<file path="src/rtl/adc_sample_scheduler.sv">
// adc_sample_scheduler: paces MCP3002 conversions on a fixed sample tick and emits one frame of samples.
// A tick that lands while a conversion is still running is dropped and latched in overrun.
module adc_sample_scheduler #(
    parameter int CLK_FREQ          = 48_000_000,
    parameter int MCP3002_CLK_FREQ  = 800_000,
    parameter int ADC_SAMPLING_FREQ = 48_000,
    parameter int FRAME_LEN         = 1024
) (
    input  logic       clk,
    input  logic       rst,
    input  logic       start,
    input  logic       abort,
    output logic       busy,
    output logic       adc_cs,
    output logic       adc_clk,
    output logic       adc_din,
    input  logic       adc_dout,
    output logic       sample_valid,
    output logic [9:0] sample_data,
    output logic [9:0] sample_index,
    output logic       frame_done,
    output logic       overrun
);
    localparam int HALF         = CLK_FREQ / (2 * MCP3002_CLK_FREQ);
    localparam int SAMPLE_CYCLE = CLK_FREQ / ADC_SAMPLING_FREQ;
    localparam int TW           = $clog2(SAMPLE_CYCLE + 1);
    localparam int PW           = $clog2(HALF + 1);

    typedef enum logic [2:0] {IDLE, WAIT_TICK, SCLK_LOW, SCLK_HIGH, EMIT} state_t;

    state_t        r_state, w_next;
    logic [TW-1:0] r_tick;
    logic [PW-1:0] r_ph;
    logic [3:0]    r_bit;
    logic [9:0]    r_cnt, r_shift, r_data, r_index;
    logic          r_busy, r_valid, r_done, r_ovr;
    logic          w_go, w_abort, w_tick, w_ph_end, w_spi, w_emit, w_last;

    always_comb begin
        w_abort  = abort && r_busy;
        w_go     = r_state == IDLE && start && !abort && !r_busy;
        w_tick   = r_busy && r_tick == TW'(SAMPLE_CYCLE - 1);
        w_ph_end = r_ph == PW'(HALF - 1);
        w_spi    = r_state == SCLK_LOW || r_state == SCLK_HIGH;
        w_emit   = r_state == EMIT && !w_abort;
        w_last   = r_cnt == 10'(FRAME_LEN - 1);
    end

    always_ff @(posedge clk) begin
        r_state <= rst ? IDLE : w_next;
    end

    always_comb begin
        w_next = r_state;
        case (r_state)
            IDLE:      w_next = w_go ? SCLK_LOW : IDLE;
            WAIT_TICK: w_next = w_tick ? SCLK_LOW : WAIT_TICK;
            SCLK_LOW:  w_next = w_ph_end ? SCLK_HIGH : SCLK_LOW;
            SCLK_HIGH: w_next = !w_ph_end ? SCLK_HIGH : (r_bit == 4'd15) ? EMIT : SCLK_LOW;
            EMIT:      w_next = w_last ? IDLE : WAIT_TICK;
            default:   w_next = IDLE;
        endcase
        if (w_abort) w_next = IDLE;
    end

    always_ff @(posedge clk) begin
        if (rst) begin
            r_tick  <= '0;
            r_ph    <= '0;
            r_bit   <= '0;
            r_cnt   <= '0;
            r_shift <= '0;
            r_data  <= '0;
            r_index <= '0;
            r_busy  <= 1'b0;
            r_valid <= 1'b0;
            r_done  <= 1'b0;
            r_ovr   <= 1'b0;
        end else begin
            r_tick  <= (w_go || w_tick) ? '0 : r_busy ? r_tick + TW'(1) : r_tick;
            r_busy  <= w_go || (r_busy && !w_abort && !r_done);
            r_ph    <= (w_spi && !w_ph_end) ? r_ph + PW'(1) : '0;
            r_bit   <= !w_spi ? 4'd0 : (r_state == SCLK_HIGH && w_ph_end) ? r_bit + 4'd1 : r_bit;
            // data bits arrive on SPI clocks 6..15, captured on the first high cycle
            if (r_state == SCLK_HIGH && r_ph == '0 && r_bit >= 4'd5 && r_bit <= 4'd14)
                r_shift <= {r_shift[8:0], adc_dout};
            r_valid <= w_emit;
            r_done  <= w_emit && w_last;
            if (w_emit) begin
                r_data  <= r_shift;
                r_index <= r_cnt;
            end
            r_cnt   <= w_go ? '0 : w_emit ? r_cnt + 10'd1 : r_cnt;
            r_ovr   <= !w_go && (r_ovr || (w_tick && (w_spi || r_state == EMIT)));
        end
    end

    always_comb begin
        adc_cs       = !w_spi;
        adc_clk      = r_state == SCLK_HIGH;
        adc_din      = w_spi && (r_bit == 4'd0 || r_bit == 4'd1 || r_bit == 4'd3);
        busy         = r_busy;
        sample_valid = r_valid;
        sample_data  = r_data;
        sample_index = r_index;
        frame_done   = r_done;
        overrun      = r_ovr;
    end
endmodule

</file>
<file path="config.mk">
export PLATFORM = sky130hd
export DESIGN_NAME = adc_sample_scheduler
export DESIGN_NICKNAME = d
export VERILOG_FILES = /design/src/rtl/adc_sample_scheduler.sv
export SDC_FILE = /design/constraint.sdc
export NUM_CORES = 1
export LEC_CHECK = 0
export ABC_AREA = 1
export CELL_PAD_IN_SITES_DETAIL_PLACEMENT = 1
export CELL_PAD_IN_SITES_GLOBAL_PLACEMENT = 2
export CORE_ASPECT_RATIO = 0.8
export CORE_MARGIN = 2
export CORE_UTILIZATION = 32
export CTS_CLUSTER_DIAMETER = 100
export DETAILED_ROUTE_END_ITERATION = 8
export PLACE_DENSITY_LB_ADDON = 0.1
export SYNTH_ARGS = -nofsm -noshare
export SYNTH_HDL_FRONTEND = slang
export SYNTH_SLANG_ARGS = --single-unit
</file>
<file path="constraint.sdc">
create_clock -name clk -period 1.6 [get_ports clk]
set_input_delay 0.4 -clock clk [delete_from_list [all_inputs] [get_ports clk]]
set_output_delay 0.4 -clock clk [all_outputs]
set_load 0.01 [all_outputs]
</file>
==> results.md <==
* Crit path DAT at around 1.3 ns
* Synth Area in Compound Gates at 9.71%
* Post-Synth Adder-Cell Area at roughly 4.1%
* Leakage at between 0.0015 and 0.002 µW
* Seq cells post-synth at 66
* Grt ovf at 0
* Area grow syn2layout at 36.7%
* WL final at slightly above 8000 µm
* Largest delay share family, worst path: flip-flops
* Syn nets at approximately 440
* Worst slew pin tran at between 0.2 and 0.3 ns
* Max IR drop VDD at around 0.00052 V
* Met3 Use GR at roughly 5.2%
* Drt via density at around 4.7
* Post-route cell area at 4170 µm²
* Worst-Skew Late Latency at around 0.33 ns
* Area of the core at roughly 9000 µm²
* Crit-path max FO at 4
* Most common cell after layout, fill and taps aside: nand2_1
* Clock slew at reported path FFs at approximately 0.050 ns
* I/O pins at 32
* Gr busiest metal: met2
* Power Dens Cells at 888 nW/µm²
* Die area at roughly 10000 µm²
* Slew margin rel. at 81.5%
* Yosys cell types at 29
* Flop2flop setup slack at between 0.1 and 0.15 ns
* Initial antenna violation count at 0
* Met2 Use GR at a little over a quarter
* Crit path cell chain: inv_4 -> ha_4 -> nor3_2 -> nor3_1 -> buf_2
* Fmax at roughly 600 MHz
* Mux share of post-synthesis cell area at 0%
* Non-filler cells, final at about 620
* RSZ-0062 raised after global routing: true
* Met1 usage at 21.9%
* CTS tree: built
* Die H at between 90 and 100 µm
* Final WS setup at -0.0586 ns
* Status: finished with violations
* Xor/xnor share of the synthesized area at 1.72%
* RR Startpoint: r_bit[0]
* CP Class: flip-flop to output pin
* Crit start category: flip-flop
* Most frequent cells in the layout: 99 x nand2_1, 64 x dfxtp_1, 58 x nor2_1
* Failing checks: design-rule violations, negative setup slack
* Cell area after synthesis at 3050 µm²
* Antenna diodes at 0
* Worst path max stage delay at around 0.40 ns
* WP data required at 1.20 ns
* Reg-to-reg critical path endpoint: r_shift[3]
* Clk sinks at 66
* Worst hold endpoint: sample_index[6]
* Worst Clk Skew at approximately 0.0047 ns
* Detailed-route via count at between 2000 and 3000
* Crit-path slowest cell: dfxtp_4
* Fin nets at roughly 500
* Main combinational cell family by area after synthesis: simple AND/OR/NAND/NOR gates
* Setup violations, final at 1
* Dpl cell area at approximately 3800 µm²
* Worst Path Buf+Inv at 2
* Layout cells sized above 1 at 17.6%
* Tcrit/Tclk final at 104%
* Place WS at -0.179 ns
* Largest net degree at the start of global routing at 22
* YS warnings at 0
* Final GP Congestion at roughly 0.77
* Reg2Reg Depth at 9
* Sequential fraction of the synthesis area at between 40% and 50%
* Post-Synth Simple-Gate Area at between 30% and 40%
* Mean routed wirelength per cell at 13.5 µm
* TritonCTS Buffers at 9
* CP endpoint kind: output pin
* I/O Buffers at 31
* Post-layout min period at approximately 1.7 ns
* Initial DRC Count at around 100
* Post-Syn Instances at ~430
* Largest area contributor in the netlist: dfxtp_1
* Largest cells by area after synthesis: dfxtp_1 43%, nand2_1 13%, nor2_1 7.4%
* Dpl cells at ~600
* Clk buf depth at 2
* HP Start: sample_index[6]
* Cell at the root of the clock tree: clkbuf_16
* Avg Inst Size Synth at between 7 and 8 µm²
* Final Hold Viols at 0
* Antenna-violating nets left at 0
* Row count at 31
* Final routed DRC violation total at 4
* Max cap viols at 0
* Die W at roughly 110 µm
* CTS HTree Levels at 3
* Top cell type's share of synthesized area at 43.3%
* Gr usage total at ~17%
* Min-Delay Path Class: flip-flop to flip-flop
* Pre-antenna DRT Iters at 6
* Initial Utilization at between 30 and 40%
* Vias in the first global route at between 2000 and 3000
* Dpl hpwl at approximately 5800 µm
* Hold depth at 2
* Max Transition Viols Final at 0
* First-pass GRT wire length at approximately 14000 µm
==> worst max-delay path by stage <==
| stage | from | endpoint | slack (ns) | depth (start not counted) |
|---|---|---|---|---|
| final | r_bit[0] | adc_din | -0.06 | 5 |
| after global routing | r_bit[0] | adc_din | -0.13 | 5 |
| after CTS | r_bit[0] | adc_din | -0.06 | 5 |
| after detailed placement | r_bit[1] | adc_din | -0.18 | 5 |
| after global placement | r_bit[1] | adc_din | -0.13 | 5 |
| after floorplan | r_bit[1] | adc_din | 0.29 | 4 |
==> synth_stat cells <==
cell type  count
nor2_4         2
nor2_1        60
inv_1         57
nand3_2        3
buf_2          3
buf_6          3
nand2_4        2
nand2_1      102
nor2_2         3
nor3_2         1
a21oi_2        4
clkbuf_1       2
a31oi_1        1
nor3_1         8
buf_4          1
xnor2_1        3
ha_1          10
inv_2          4
nand3b_1       1
o21ai_0       19
dfxtp_1       66
nor3b_1        1
xor2_1         3
or2_2          1
nand4_1       14
or3_1          1
buf_1          2
nand3_1       18
a21oi_1       32
==> per-stage QoR <==
step	hold WS [ns]	total power [µW]	setup TNS (ns)	utilization [%]
floorplan	0.439	1770	0	-
CTS	0.466	3760	-0.0906	44.7
finish	0.460	3710	-0.0586	45.6
global placement	0.452	1850	-1.66	41.1
detailed placement	0.460	1850	-3.32	41.1
global route	0.485	3840	-0.145	45.6
==> power by group <==
part | internal (µW) | switching, µW | total [µW]
clock network | 1200 | 695 | 1900
registers | 1650 | 5.46 | 1650
logic | 66.4 | 89.7 | 156
total | 2920 | 791 | 3710
==> worst reg2reg max path, stage by stage (launching register included) <==
cell and delay, ns:
dfxtp_4 0.37, inv_4 0.07, buf_4 0.13, ha_2 0.17, nor2_2 0.03, nand2_2 0.12, nand3_4 0.11, nor2_2 0.25
nor2_1 0.07, nor2_1 0.09
==> flip-flops by register name, indices dropped and copies added (netlist names), 3 cells and up <==
register and flops:
r_cnt 10, r_shift 10, r_tick 10, sample_data 10, sample_index 10, r_ph 5, r_bit 4, r_state 3
==> repair_timing <==
item,4_1_cts,5_1_grt
setup endpoints to repair,20,20
buffers inserted,3,0
pin swaps,5,9
gates cloned,0,3
gates resized for setup,44,19
hold buffers,0,0
==> metal layers <==
layer  up-vias  wire (µm)
met3         6        291
met2        41       3840
met1      1366       4090
met4         0         88
met5         -          0
li1       1488          -
==> cell families after synthesis <==
logic type	Yosys count
AND/OR/NAND/NOR	217
buffers and inverters	72
flip-flops	66
AO/OA/AOI/OAI	56
adder cells (fa/ha/maj)	10
XOR/XNOR	6
==> final cells by class <==
class	count	area, µm²
clock buffer	13	240
clock inverter	3	40.0
fill	1141	4980
inverter	61	236
multi-input combinational	290	1530
sequential	66	1330
tap	115	144
timing repair buffer	67	656
(Power assumes the default switching activity.)
